<file path="src/rtl/ifetch_queue_pkg.sv">
// rtl/ifetch_queue_pkg.sv - shared constants for the instruction fetch queue
package ifetch_queue_pkg;

  // Instruction word width; each queue entry is {pc, instruction}
  localparam int INSTR_W = 32;

  // Sequential fetch stride in bytes
  localparam logic [INSTR_W-1:0] PC_INC = 32'd4;

  // First fetch address after reset unless the instance overrides it
  localparam logic [INSTR_W-1:0] DEFAULT_RESET_PC = 32'h0000_0000;

  // Fetch FSM encoding
  localparam logic [1:0] ST_IDLE  = 2'd0;
  localparam logic [1:0] ST_FETCH = 2'd1;
  localparam logic [1:0] ST_FULL  = 2'd2;

endpackage

</file>
<file path="src/rtl/iq_fifo.sv">
// rtl/iq_fifo.sv - instruction queue storage with push/pop/flush and occupancy count
module iq_fifo
  import ifetch_queue_pkg::*;
#(
  parameter int DEPTH = 2,
  parameter int W = 2 * INSTR_W,
  localparam int PW = $clog2(DEPTH),
  localparam int CW = $clog2(DEPTH + 1)
) (
  input  logic          clock,
  input  logic          reset,
  input  logic          push,
  input  logic          pop,
  input  logic          flush,
  input  logic [W-1:0]  wdata,
  output logic [W-1:0]  rdata,
  output logic [CW-1:0] count
);

  logic [W-1:0]  mem [DEPTH];
  logic [PW-1:0] wr_ptr;
  logic [PW-1:0] rd_ptr;

  // Head is read combinationally; storage resets to zero so the head reads 0 in reset
  assign rdata = mem[rd_ptr];

  // Pointer, count and storage update; flush empties the queue without touching storage.
  // A push and pop at full write the slot being vacated, which is then the newest entry.
  always_ff @(posedge clock or negedge reset) begin
    if (!reset) begin
      wr_ptr <= '0;
      rd_ptr <= '0;
      count  <= '0;
      for (int i = 0; i < DEPTH; i++) begin
        mem[i] <= '0;
      end
    end else if (flush) begin
      wr_ptr <= '0;
      rd_ptr <= '0;
      count  <= '0;
    end else begin
      if (push) begin
        mem[wr_ptr] <= wdata;
        wr_ptr      <= wr_ptr + PW'(1);
      end
      if (pop) begin
        rd_ptr <= rd_ptr + PW'(1);
      end
      if (push && !pop) begin
        count <= count + CW'(1);
      end else if (pop && !push) begin
        count <= count - CW'(1);
      end
    end
  end

endmodule

</file>
<file path="src/rtl/ifetch_queue.sv">
// rtl/ifetch_queue.sv - sequential instruction fetcher feeding a small decode queue
module ifetch_queue
  import ifetch_queue_pkg::*;
#(
  parameter int          DEPTH    = 2,
  parameter logic [31:0] RESET_PC = DEFAULT_RESET_PC
) (
  input  logic         clock,
  input  logic         reset,
  input  logic         redirect,
  input  logic [31:0]  redirect_pc,
  output logic         m_en,
  output logic         m_rw,
  output logic [31:0]  mar,
  input  logic         m_ready,
  input  logic [31:0]  dbus,
  output logic         ir_valid,
  output logic [31:0]  ir,
  output logic [31:0]  ir_pc,
  input  logic         ir_ready
);

  localparam int CW = $clog2(DEPTH + 1);
  localparam logic [CW-1:0] DEPTH_C = CW'(DEPTH);

  logic [1:0]           state;
  logic [1:0]           state_next;
  logic [31:0]          fetch_pc;
  logic [31:0]          fetch_pc_next;
  logic [CW-1:0]        count;
  logic [CW-1:0]        count_next;
  logic                 accept;
  logic                 pop;
  logic [2*INSTR_W-1:0] head;

  // Redirect discards both the in-flight response and any pop in its cycle
  assign m_rw     = 1'b1;
  assign accept   = m_en & m_ready & ~redirect;
  assign pop      = ir_valid & ir_ready & ~redirect;
  assign ir_valid = (count != '0);
  assign ir_pc    = head[2*INSTR_W-1:INSTR_W];
  assign ir       = head[INSTR_W-1:0];

  // Occupancy after this edge; drives the FETCH/FULL decision
  always_comb begin
    count_next = count;
    if (redirect) begin
      count_next = '0;
    end else if (accept && !pop) begin
      count_next = count + CW'(1);
    end else if (pop && !accept) begin
      count_next = count - CW'(1);
    end
  end

  // Next fetch address: word-aligned redirect target, or advance past an accepted word
  always_comb begin
    fetch_pc_next = fetch_pc;
    if (redirect) begin
      fetch_pc_next = redirect_pc & ~32'h3;
    end else if (accept) begin
      fetch_pc_next = fetch_pc + PC_INC;
    end
  end

  // Leave IDLE on the first edge; afterwards fetch whenever the queue will have room
  always_comb begin
    state_next = ST_FETCH;
    case (state)
      ST_IDLE: state_next = ST_FETCH;
      default: state_next = (count_next < DEPTH_C) ? ST_FETCH : ST_FULL;
    endcase
  end

  // Registered memory request; mar always mirrors the pending fetch address
  always_ff @(posedge clock or negedge reset) begin
    if (!reset) begin
      state    <= ST_IDLE;
      fetch_pc <= RESET_PC;
      mar      <= RESET_PC;
      m_en     <= 1'b0;
    end else begin
      state    <= state_next;
      fetch_pc <= fetch_pc_next;
      mar      <= fetch_pc_next;
      m_en     <= (state_next == ST_FETCH);
    end
  end

  iq_fifo #(
    .DEPTH (DEPTH),
    .W     (2 * INSTR_W)
  ) u_fifo (
    .clock (clock),
    .reset (reset),
    .push  (accept),
    .pop   (pop),
    .flush (redirect),
    .wdata ({fetch_pc, dbus}),
    .rdata (head),
    .count (count)
  );

endmodule

</file>
<file path="config.mk">
export PLATFORM = sky130hd
export DESIGN_NAME = ifetch_queue
export DESIGN_NICKNAME = d
export VERILOG_FILES = /design/src/rtl/ifetch_queue_pkg.sv /design/src/rtl/iq_fifo.sv /design/src/rtl/ifetch_queue.sv
export SDC_FILE = /design/constraint.sdc
export NUM_CORES = 1
export LEC_CHECK = 0
export ABC_AREA = 1
export CAP_MARGIN = 25
export CORE_AREA = 2 2 154 118
export DETAILED_ROUTE_END_ITERATION = 10
export DIE_AREA = 0 0 156 120
export HOLD_SLACK_MARGIN = 0.03
export PLACE_DENSITY = 0.78
export SLEW_MARGIN = 0
export SYNTH_ARGS = -nofsm -noshare
export SYNTH_HDL_FRONTEND = slang
export SYNTH_SLANG_ARGS = --single-unit
</file>
<file path="constraint.sdc">
create_clock -name clock -period 1.4 [get_ports clock]
set_input_delay 0.21 -clock clock [delete_from_list [all_inputs] [get_ports clock]]
set_output_delay 0.21 -clock clock [all_outputs]
set_load 0.01 [all_outputs]
</file>
==> summary.txt <==
STA
  • Worst path setup slack after routing: -278 ps
  • Fmax: 0.596 GHz
  • RSZ-0062 raised after global routing: yes
  • Number of failing setup endpoints in the final timing report: 85
  • Max Transition Viols Final: 0
  • Final period util: 1.20
  • Total negative slack for setup checks: -16060 ps
  • Number of failing hold endpoints at the final stage: 0
  • Setup clock skew after layout: 7.66 ps
  • Time the final worst path needs with I/O delays and setup: 1680 ps

Floorplanning
  • Starting density of the core: 0.451
  • Core footprint: 17300 sq um
  • I/O Pins: 168
  • Overall die width: 156 um
  • Row count: 42
  • Total Die Area: 18700 sq um
  • Die height: 120 um

Layout
  • Net count, final: 1339
  • Core Util, Final: 0.681
  • Commonest cells after routing, fill and taps aside: 352 x nand2_1, 147 x dfrtp_1, 105 x o21ai_0
  • Fraction of final layout cells with drive strength greater than 1: 0.321
  • Diodes inserted: 0
  • Leading cell type in the layout, fill and taps excluded: nand2_1
  • P&R area growth vs syn: 51.1%

Pwr
  • Switching Power: 6.44 mW
  • Cell internal power dissipation: 12.1 mW
  • Max VDD drop: 0.000876 V
  • Switching fraction of total power: 0.348
  • Cell area power density: 1570 nW/um^2
  • Part of the total power dissipated in combinational logic: 0.343
  • Static Leak: 5.89 nW
  • Fraction of power consumed by the clock network: 0.279
  • Share of total power in sequential cells: 0.378
  • Power after layout: 18.5 mW

GRT
  • Overall track demand over capacity in global routing: 0.254
  • Number of antenna violations at the first check in global routing: 0
  • Global-route wire length before repair: 37.0 mm
  • Total overflow reported by the global router: 0
  • Largest net degree at the start of global routing: 50
  • Vias in the first global route: 7151

Synthesis
  • Cells after synthesis: 1025
  • Post-synthesis register bit count: 160
  • Largest cells by area after synthesis: dfrtp_1 51%, nand2_1 22%, o21ai_0 7.7%, inv_1 4.2%, nand3_1 2.2%
  • Ys async rst share: 1.00
  • Cell area after synthesis: 7790 sq um
  • Area leader, netlist: dfrtp_1
  • Unique cell type count in the Yosys netlist: 33
  • Most frequently used flop master after synthesis: dfrtp_1
  • Share of the synthesized area in the top cell type: 0.514
  • EDFF count, synth: 0
  • Proportion of synthesized chip area in sequential cells: 0.514
  • Mean Syn Cell Area: 7.60 sq um
  • Yosys warnings: 0

Run
  • Count of max-cap constraint violations: 0

Clock network
  • Maximum level of the CTS H-tree: 4
  • Worst-case clock buffer depth: 2
  • Sinks on Clock Net: 160
  • CTS Root Cell: clkbuf_16
  • Latest clock arrival within the worst-skew pair: 430 ps
  • TritonCTS clock tree: done
  • Clock-pin slew on the worst setup and hold paths: 70 ps
  • Number of buffers added by the clock tree synthesis step: 17

Drt
  • DR vias: 7897
  • Number of optimization iterations in the first detailed-route pass: 6
  • Total DRC errors in the routed layout: 0
  • Antenna-violating nets left: 0
  • Total detailed-routing wirelength: 25.7 mm
  • Routed wire per std cell: 17.2 um
  • Vias per std cell: 5.26
  • Initial DRC Count: 747

Setup path
  • Worst endpoint required time: 1190 ps
  • Data arrival time of the worst path: 1470 ps
  • Crit. End Element: output port
  • Crit Path Max Fanout: 7
  • Crit path kind: reg -> out
  • CP Launch Type: flip-flop

Placed design
  • GP Congestion: 0.914
  • Count of buffers inserted at the top-level ports: 160
  • DP Wirelength: 14.9 mm

Outcome
  • Status: finished, violations left
  • Violations in the final reports: negative setup slack

Min path
  • Worst min-delay path category: in -> async
routing by layer:
layer / GRT usage / up-vias / routed length (um)
li1: - / 3679 / -
met1: 0.371 / 3749 / 10700
met2: 0.374 / 393 / 11900
met3: 0.0657 / 76 / 2440
met4: 0.0722 / 0 / 651
met5: 0 / - / 0
flip-flops by register name, indices dropped and copies added (netlist names):
register / flops
fetch_pc: 30
u_fifo.wr_ptr: 1
u_fifo.mem: 124
state: 2
u_fifo.rd_ptr: 1
u_fifo.count: 2
metrics by stage:
| stage | hold slack [ps] | instances | cell area, sq um | setup WS [ps] |
|---|---|---|---|---|
| 4_1_cts | 243 | 1490 | 11000 | -349 |
| 6_report | 244 | 1501 | 11800 | -278 |
| 3_5_place_dp | 118 | 1422 | 10000 | -302 |
| 3_3_place_gp | 120 | 1422 | 10000 | -241 |
| 5_1_grt | 251 | 1501 | 11800 | -357 |
| 2_1_floorplan | -85.6 | 1028 | 7820 | 2.53 |
power by group through the flow:
stage,Sequential (mW),Clock (mW),Combinational [mW]
finish,7.01,5.17,6.35
global route,7.17,5.42,6.97
CTS,6.85,5.20,5.56
detailed placement,6.93,0,5.52
global placement,6.91,0,5.37
floorplan,6.79,0,2.68
Yosys cell counts, types with 2 or more instances:
master / instances
xor2_1: 10
clkbuf_1: 29
o21ai_1: 24
buf_6: 13
nor2_1: 41
nor2_2: 4
nor2_4: 5
nand2_1: 455
buf_4: 5
a21oi_1: 5
o21ai_0: 120
dfrtp_1: 160
conb_1: 2
inv_2: 2
ha_1: 2
nand3_1: 35
buf_2: 4
nand2_2: 4
inv_1: 87
o211ai_1: 4
o221ai_1: 2
cell type report:
class | count | area, sq um
fill | 1245 | 5520
multi-input combinational | 726 | 3820
inverter | 90 | 349
timing repair buffer | 273 | 2640
clock inverter | 14 | 219
tap | 220 | 275
sequential | 160 | 4020
clock buffer | 18 | 439
critical path: stages (launching register included):
cell      delay [ps]
dfrtp_2          410
clkinv_4         100
buf_6            140
buf_8            140
nand2_2           60
nand2_2           70
buf_6            120
final timing paths:
kind	start	end	slack [ps]	cells past startpoint
min in group clock	dbus[21]	u_fifo.mem[21]$_DFFE_PN0P_	340	3
max	u_fifo.rd_ptr$_DFFE_PN0P_	ir_pc[13]	-280	6
max in group asynchronous	reset	u_fifo.mem[121]$_DFFE_PN0P_	540	3
min reg2reg	u_fifo.mem[72]$_DFFE_PN0P_	u_fifo.mem[72]$_DFFE_PN0P_	490	2
min	reset	u_fifo.mem[11]$_DFFE_PN0P_	240	2
max reg2reg	fetch_pc[16]$_DFFE_PN0N_	fetch_pc[24]$_DFFE_PN0N_	-100	10
logic make-up after synthesis:
| kind of cell | count (synthesis) | share of synthesized area |
|---|---|---|
| buffers and inverters | 142 | 0.0840 |
| adder cells (fa/ha/maj) | 2 | 0.00321 |
| AO/OA/AOI/OAI | 158 | 0.105 |
| XOR/XNOR | 10 | 0.0112 |
| other | 2 | 0.000964 |
| flip-flops | 160 | 0.514 |
| AND/OR/NAND/NOR | 551 | 0.282 |
what timing repair did:
action                     4_1_cts  5_1_grt
hold buffers                     1        0
buffers inserted                30       18
cloned                           5        3
pin swaps                       19       86
hold endpoints to repair       138        0
setup endpoints to repair      112      146
resized for setup              392      236
Note: power is estimated with default switching activity, not from simulation.
